[config.mk]
export PLATFORM = sky130hd
export DESIGN_NAME = axi_burst_reader
export DESIGN_NICKNAME = d
export VERILOG_FILES = /design/src/rtl/axi_burst_reader.sv
export SDC_FILE = /design/constraint.sdc
export NUM_CORES = 1
export LEC_CHECK = 0
export ABC_AREA = 1
export CAP_MARGIN = 30
export CORE_AREA = 2 2 490 492
export CTS_CLUSTER_DIAMETER = 30
export DETAILED_ROUTE_END_ITERATION = 10
export DIE_AREA = 0 0 492 494
export PLACE_DENSITY = 0.37
export SETUP_SLACK_MARGIN = 0.15
export SLEW_MARGIN = 20
export SYNTH_ARGS = -nofsm -noshare
export SYNTH_HDL_FRONTEND = slang
export SYNTH_SLANG_ARGS = --single-unit
[constraint.sdc]
create_clock -name clk -period 4.93 [get_ports clk]
set_clock_uncertainty 0.15 [all_clocks]
set_input_delay 0.493 -clock clk [delete_from_list [all_inputs] [get_ports clk]]
set_output_delay 0.493 -clock clk [all_outputs]
set_load 0.05 [all_outputs]
[src/rtl/axi_burst_reader.sv]
// AXI4 read engine: splits a byte-length transfer into INCR bursts that
// respect a per-burst beat cap and never cross a 4 KB page, then forwards
// the read data as a zero-latency valid/ready stream.
//
// state  | meaning
// IDLE   | waiting for rmst_req
// ADDR   | presenting one AR request, waiting for arready
// DATA   | receiving the beats of the outstanding burst
// DONE   | one-cycle rmst_done pulse
module axi_burst_reader #(
    parameter int DATA_WIDTH      = 512,
    parameter int ADDR_WIDTH      = 64,
    parameter int MAX_BURST_BEATS = 64
) (
    input  logic                  clk,
    input  logic                  rst_n,
    input  logic                  rmst_req,
    input  logic [ADDR_WIDTH-1:0] addr_offset,
    input  logic [63:0]           xfer_size,
    output logic                  rmst_done,
    output logic                  rd_err,
    output logic [ADDR_WIDTH-1:0] m_axi_araddr,
    output logic [7:0]            m_axi_arlen,
    output logic [2:0]            m_axi_arsize,
    output logic [1:0]            m_axi_arburst,
    output logic                  m_axi_arvalid,
    input  logic                  m_axi_arready,
    input  logic [DATA_WIDTH-1:0] m_axi_rdata,
    input  logic [1:0]            m_axi_rresp,
    input  logic                  m_axi_rlast,
    input  logic                  m_axi_rvalid,
    output logic                  m_axi_rready,
    output logic [DATA_WIDTH-1:0] tdata,
    output logic                  valid,
    input  logic                  ready
);

    localparam logic [1:0] S_IDLE = 2'd0;
    localparam logic [1:0] S_ADDR = 2'd1;
    localparam logic [1:0] S_DATA = 2'd2;
    localparam logic [1:0] S_DONE = 2'd3;

    localparam logic [8:0] MAX_N  = 9'(MAX_BURST_BEATS);
    localparam logic [2:0] ARSIZE = 3'($clog2(DATA_WIDTH / 8));

    logic [1:0]            state_q, state_d;
    logic [ADDR_WIDTH-1:0] addr_q, addr_d;
    logic [57:0]           rem_q, rem_d;
    logic [8:0]            n_q, n_d;
    logic [8:0]            beat_cnt_q, beat_cnt_d;
    logic                  rd_err_q, rd_err_d;

    logic                  in_data;
    logic                  beat_acc;
    logic                  last_beat;
    logic [6:0]            page_beats;
    logic [8:0]            cap;

    // Only the 64 B-aligned part of the start address is meaningful.
    logic                  unused_addr_lsb;
    assign unused_addr_lsb = ^addr_offset[5:0];

    assign in_data   = (state_q == S_DATA);
    assign beat_acc  = in_data & m_axi_rvalid & ready;
    assign last_beat = (beat_cnt_q == 9'd1);

    // Next-state, address/remaining-count and error bookkeeping.
    always_comb begin
        state_d    = state_q;
        addr_d     = addr_q;
        rem_d      = rem_q;
        beat_cnt_d = beat_cnt_q;
        rd_err_d   = rd_err_q;
        case (state_q)
            S_IDLE: begin
                if (rmst_req) begin
                    addr_d   = {addr_offset[ADDR_WIDTH-1:6], 6'b0};
                    rem_d    = xfer_size[63:6] + 58'(|xfer_size[5:0]);
                    rd_err_d = 1'b0;
                    state_d  = (rem_d == 58'd0) ? S_DONE : S_ADDR;
                end
            end
            S_ADDR: begin
                if (m_axi_arready) begin
                    beat_cnt_d = n_q;
                    state_d    = S_DATA;
                end
            end
            S_DATA: begin
                if (beat_acc) begin
                    beat_cnt_d = beat_cnt_q - 9'd1;
                    rem_d      = rem_q - 58'd1;
                    if ((m_axi_rresp != 2'b00) || (m_axi_rlast != last_beat)) begin
                        rd_err_d = 1'b1;
                    end
                    if (last_beat) begin
                        addr_d  = addr_q + (ADDR_WIDTH'(n_q) << 6);
                        state_d = (rem_q == 58'd1) ? S_DONE : S_ADDR;
                    end
                end
            end
            S_DONE:  state_d = S_IDLE;
            default: state_d = S_IDLE;
        endcase
    end

    // Burst length for the next AR: limited by remaining beats, the beat cap
    // and the distance to the next 4 KB page boundary.
    always_comb begin
        page_beats = 7'd64 - {1'b0, addr_d[11:6]};
        cap        = (MAX_N < {2'b00, page_beats}) ? MAX_N : {2'b00, page_beats};
        n_d        = (rem_d < {49'b0, cap}) ? rem_d[8:0] : cap;
    end

    // State and datapath registers; n is captured on every entry to ADDR so
    // the AR fields stay stable while arvalid is held.
    always_ff @(posedge clk) begin
        if (!rst_n) begin
            state_q    <= S_IDLE;
            addr_q     <= '0;
            rem_q      <= '0;
            n_q        <= 9'd1;
            beat_cnt_q <= '0;
            rd_err_q   <= 1'b0;
        end else begin
            state_q    <= state_d;
            addr_q     <= addr_d;
            rem_q      <= rem_d;
            beat_cnt_q <= beat_cnt_d;
            rd_err_q   <= rd_err_d;
            if ((state_d == S_ADDR) && (state_q != S_ADDR)) begin
                n_q <= n_d;
            end
        end
    end

    assign m_axi_araddr  = addr_q;
    assign m_axi_arlen   = 8'(n_q - 9'd1);
    assign m_axi_arsize  = ARSIZE;
    assign m_axi_arburst = 2'b01;
    assign m_axi_arvalid = (state_q == S_ADDR);
    assign m_axi_rready  = in_data & ready;
    assign valid         = in_data & m_axi_rvalid;
    assign tdata         = m_axi_rdata;
    assign rmst_done     = (state_q == S_DONE);
    assign rd_err        = rd_err_q;

endmodule

==> flow_summary.toml, run 1 <==
[run_status]
status = "finished, final reports clean"

[clock_network]
clockRootBuffer = "clkbuf_16"
cts_htree_levels = 4
clock_latency_ns = 0.51
numCtsBuffers = 17
cts_buffer_depth = 2
clk_pin_slew_ns = 0.07
clock-sinks = 137
hold_buffers = 0
cts_tree = "done"

[global_routing]
grt-ovfl-total = 0
use_met2_pct = 18.88
use_met3_pct = 10.59
grt_pass1_vias = 17702
met1_usage_pct = 8.971
grtUsageTotal_pct = 11.40
grt_max_degree = 61
grt_pass1_wl_um = 182200
top_usage_layer = "met2"
antenna_found_initial = 17

[yosys]
synth_ff_type = "dfxtp_1"
synth-simple-area-share_pct = 40.26
syn_area_um2 = 17770
synthMuxAreaShare_pct = 0
synth_xor_area_share_pct = 1.330
synth_top_family_by_area = "simple AND/OR/NAND/NOR gates"
yosys_warnings = 0
synth_fa_ha_area_share_pct = 1.732
synthDistinctLibCells = 56
synth_compound_area_share_pct = 9.299
synth_seq_cells = 137
synth_cells = 3083
seq_area_frac_synth_pct = 15.43
synth-edff-count = 0
ys_async_sr_fraction_pct = 0
postSynthAreaPerCell_um2 = 5.765

[finish]
drive_above_1_share_pct = 5.403
fin_util_pct = 8.655
fillers = 28261
syn2layout_area_growth_pct = 15.60
nets = 3436
regArea_um2 = 2745
multi_input_area_um2 = 9409

[power]
p_switching_uw = 2119
power_uw = 4797
combPwrFrac_pct = 40.4
swShare_pct = 44.16
internal-power_uw = 2679
seq_power_share_pct = 28.4
pwr-share-clk_pct = 31.1
p_per_area_nw_per_um2 = 233.5
p_leak_uw = 0.007795
ir_drop_v = 0.0002507

[route]
post_drt_wl_per_cell_um = 24.30
drtIter0Drc = 1428
drc = 0
firstDrtPassIters = 8
vias = 18399
viasPerCell = 3.094
routed_wirelength_um = 144500
ant_nets = 0

[placed_design]
routabilityCongestion = 0.8776
io_buffers = 201
hpwl_um = 127900
pre_cts_ws_ns = 0.1369

[sta]
fmax_mhz = 224.6
rsz0062_at_grt = "false"
hold_viol_final = 0
period_needed_ns = 4.452
fin_crit_sh_pct = 90.29
setup_ws_ns = 0.4785
worstMarginPinSlew_ns = 0.9360
slew_violations = 0
slew_headroom_pct = 37.60
finalSetupViolations = 0

[worst_setup_path]
critPathKind = "reg -> reg"
slowest_stage = "dfxtp_2"
end_kind = "register"
critPathMaxStageDelay_ns = 0.52
crit_path_start_kind = "register"
critical_path_required_ns = 5.19
cp_max_fo = 8
arrival_ns = 4.71

[die]
fp-row-count = 179
die_h_um = 494
core_um2 = 237400
die_w_um = 492
io-pin-count = 1243
die_area_um2 = 243000
start_util_pct = 7.487

[worst_hold_path]
hold_path_class = "reg -> reg"

[flow_run]
drv_cap = 0
## area by class of cell
cell class                 instances  share of cell area, %
clock inverter                    10                 0.8099
inverter                         391                  7.179
sequential                       137                  13.36
clock buffer                      22                  2.259
multi-input combinational       1977                  45.79
antenna                            4                0.04872
tap                             3167                  19.29
timing repair buffer             239                  11.27
## per-stage QoR
stage | setup TNS (ns) | std cells | hold WS (ns) | area, um2
6_report | 0 | 5947 | 0.3207 | 20550
5_1_grt | 0 | 5945 | 0.3456 | 20540
4_1_cts | 0 | 5943 | 0.3279 | 20530
3_5_place_dp | 0 | 5911 | 0.3168 | 19900
3_3_place_gp | -0.1180 | 5911 | 0.3111 | 19900
2_1_floorplan | 0 | 3092 | 0.3019 | 17810
## layout by cell type, fill, tap and decap left out, types with 23 or more instances in the layout
| cell type | count |
|---|---|
| a21oi_1 | 70 |
| buf_4 | 37 |
| clkdlybuf4s50_1 | 199 |
| dfxtp_1 | 135 |
| ha_1 | 23 |
| inv_1 | 381 |
| nand2_1 | 801 |
| nand3_1 | 234 |
| nand4_1 | 71 |
| nor2_1 | 382 |
| nor3_1 | 51 |
| o211ai_1 | 31 |
| o21ai_0 | 98 |
| o221ai_1 | 24 |
## synth_stat cells, types with 17 or more instances
| cell | instances | share of area (%) |
|---|---|---|
| nor2_2 | 19 | 0.67 |
| a21oi_1 | 71 | 2.0 |
| buf_4 | 525 | 22 |
| inv_1 | 382 | 8.1 |
| dfxtp_1 | 137 | 15 |
| o21ai_0 | 98 | 2.8 |
| xor2_1 | 17 | 0.84 |
| nand2_1 | 802 | 17 |
| ha_1 | 23 | 1.6 |
| clkbuf_1 | 35 | 0.74 |
| nand4_1 | 71 | 2.5 |
| nand3b_1 | 18 | 0.76 |
| nor2_1 | 383 | 8.1 |
| nor3_1 | 51 | 1.4 |
| nand3_1 | 234 | 6.6 |
| o221ai_1 | 24 | 1.2 |
| o211ai_1 | 31 | 1.3 |
## path summary, 6_finish.rpt
| kind | from | end | slack [ns] | cells past startpoint |
|---|---|---|---|---|
| setup reg to reg | state_q[0]$_SDFF_PN0_ | n_q[2]$_SDFFE_PN0P_ | 0.48 | 27 |
| hold reg to reg | rd_err$_SDFFE_PN0P_ | rd_err$_SDFFE_PN0P_ | 0.32 | 2 |
| hold / removal | rd_err$_SDFFE_PN0P_ | rd_err$_SDFFE_PN0P_ | 0.32 | 2 |
| setup / recovery | state_q[0]$_SDFF_PN0_ | n_q[2]$_SDFFE_PN0P_ | 0.48 | 27 |
## power by group through the flow
stage	Clock (uW)	Sequential (uW)	Combinational [uW]
floorplan	0	1450	2200
global placement	0	1390	1950
detailed placement	0	1390	1950
CTS	1540	1360	1960
global route	1560	1380	2150
finish	1490	1360	1940
## state kept, by name, indices dropped and copies added (netlist names)
name and count:
beat_cnt_q 9, m_axi_araddr 58, n_q 9, rd_err 1
rem_q 58, state_q 2
## logic make-up after synthesis
logic type               after synthesis
AND/OR/NAND/NOR                     1641
flip-flops                           137
other                                  2
buffers and inverters                978
adder cells (fa/ha/maj)               24
XOR/XNOR                              27
AO/OA/AOI/OAI                        274
## critical path, delay by kind of cell, from the launching register on
| family | cells | cell delay (ns) |
|---|---|---|
| adders and majority gates | 1 | 0.30 |
| DFF | 1 | 0.52 |
| buffers and inverters | 8 | 0.78 |
| and+or+nand+nor | 14 | 1.90 |
| AOI/OAI and AO/OA | 4 | 0.67 |
## per-layer routing
metal  part of all wire [%]  routed length [um]
met4                    4.6                6693
met5                   0.44                 632
met1                     27               39340
met2                     47               67270
met3                     21               30550
## what timing repair did
action / in CTS / in global routing
setup endpoints to repair: 0 / 7
buffers inserted: 0 / 0
resized for setup: 0 / 3
No activity file was read; power rests on OpenSTA's default activity.
==> inputs of run 2 (changes only) <==
Settings changed: SLEW_MARGIN 20 to 10.
==> results of run 2 <==
Same layout as run 1: the final DEF is identical, and so are final timing and power.
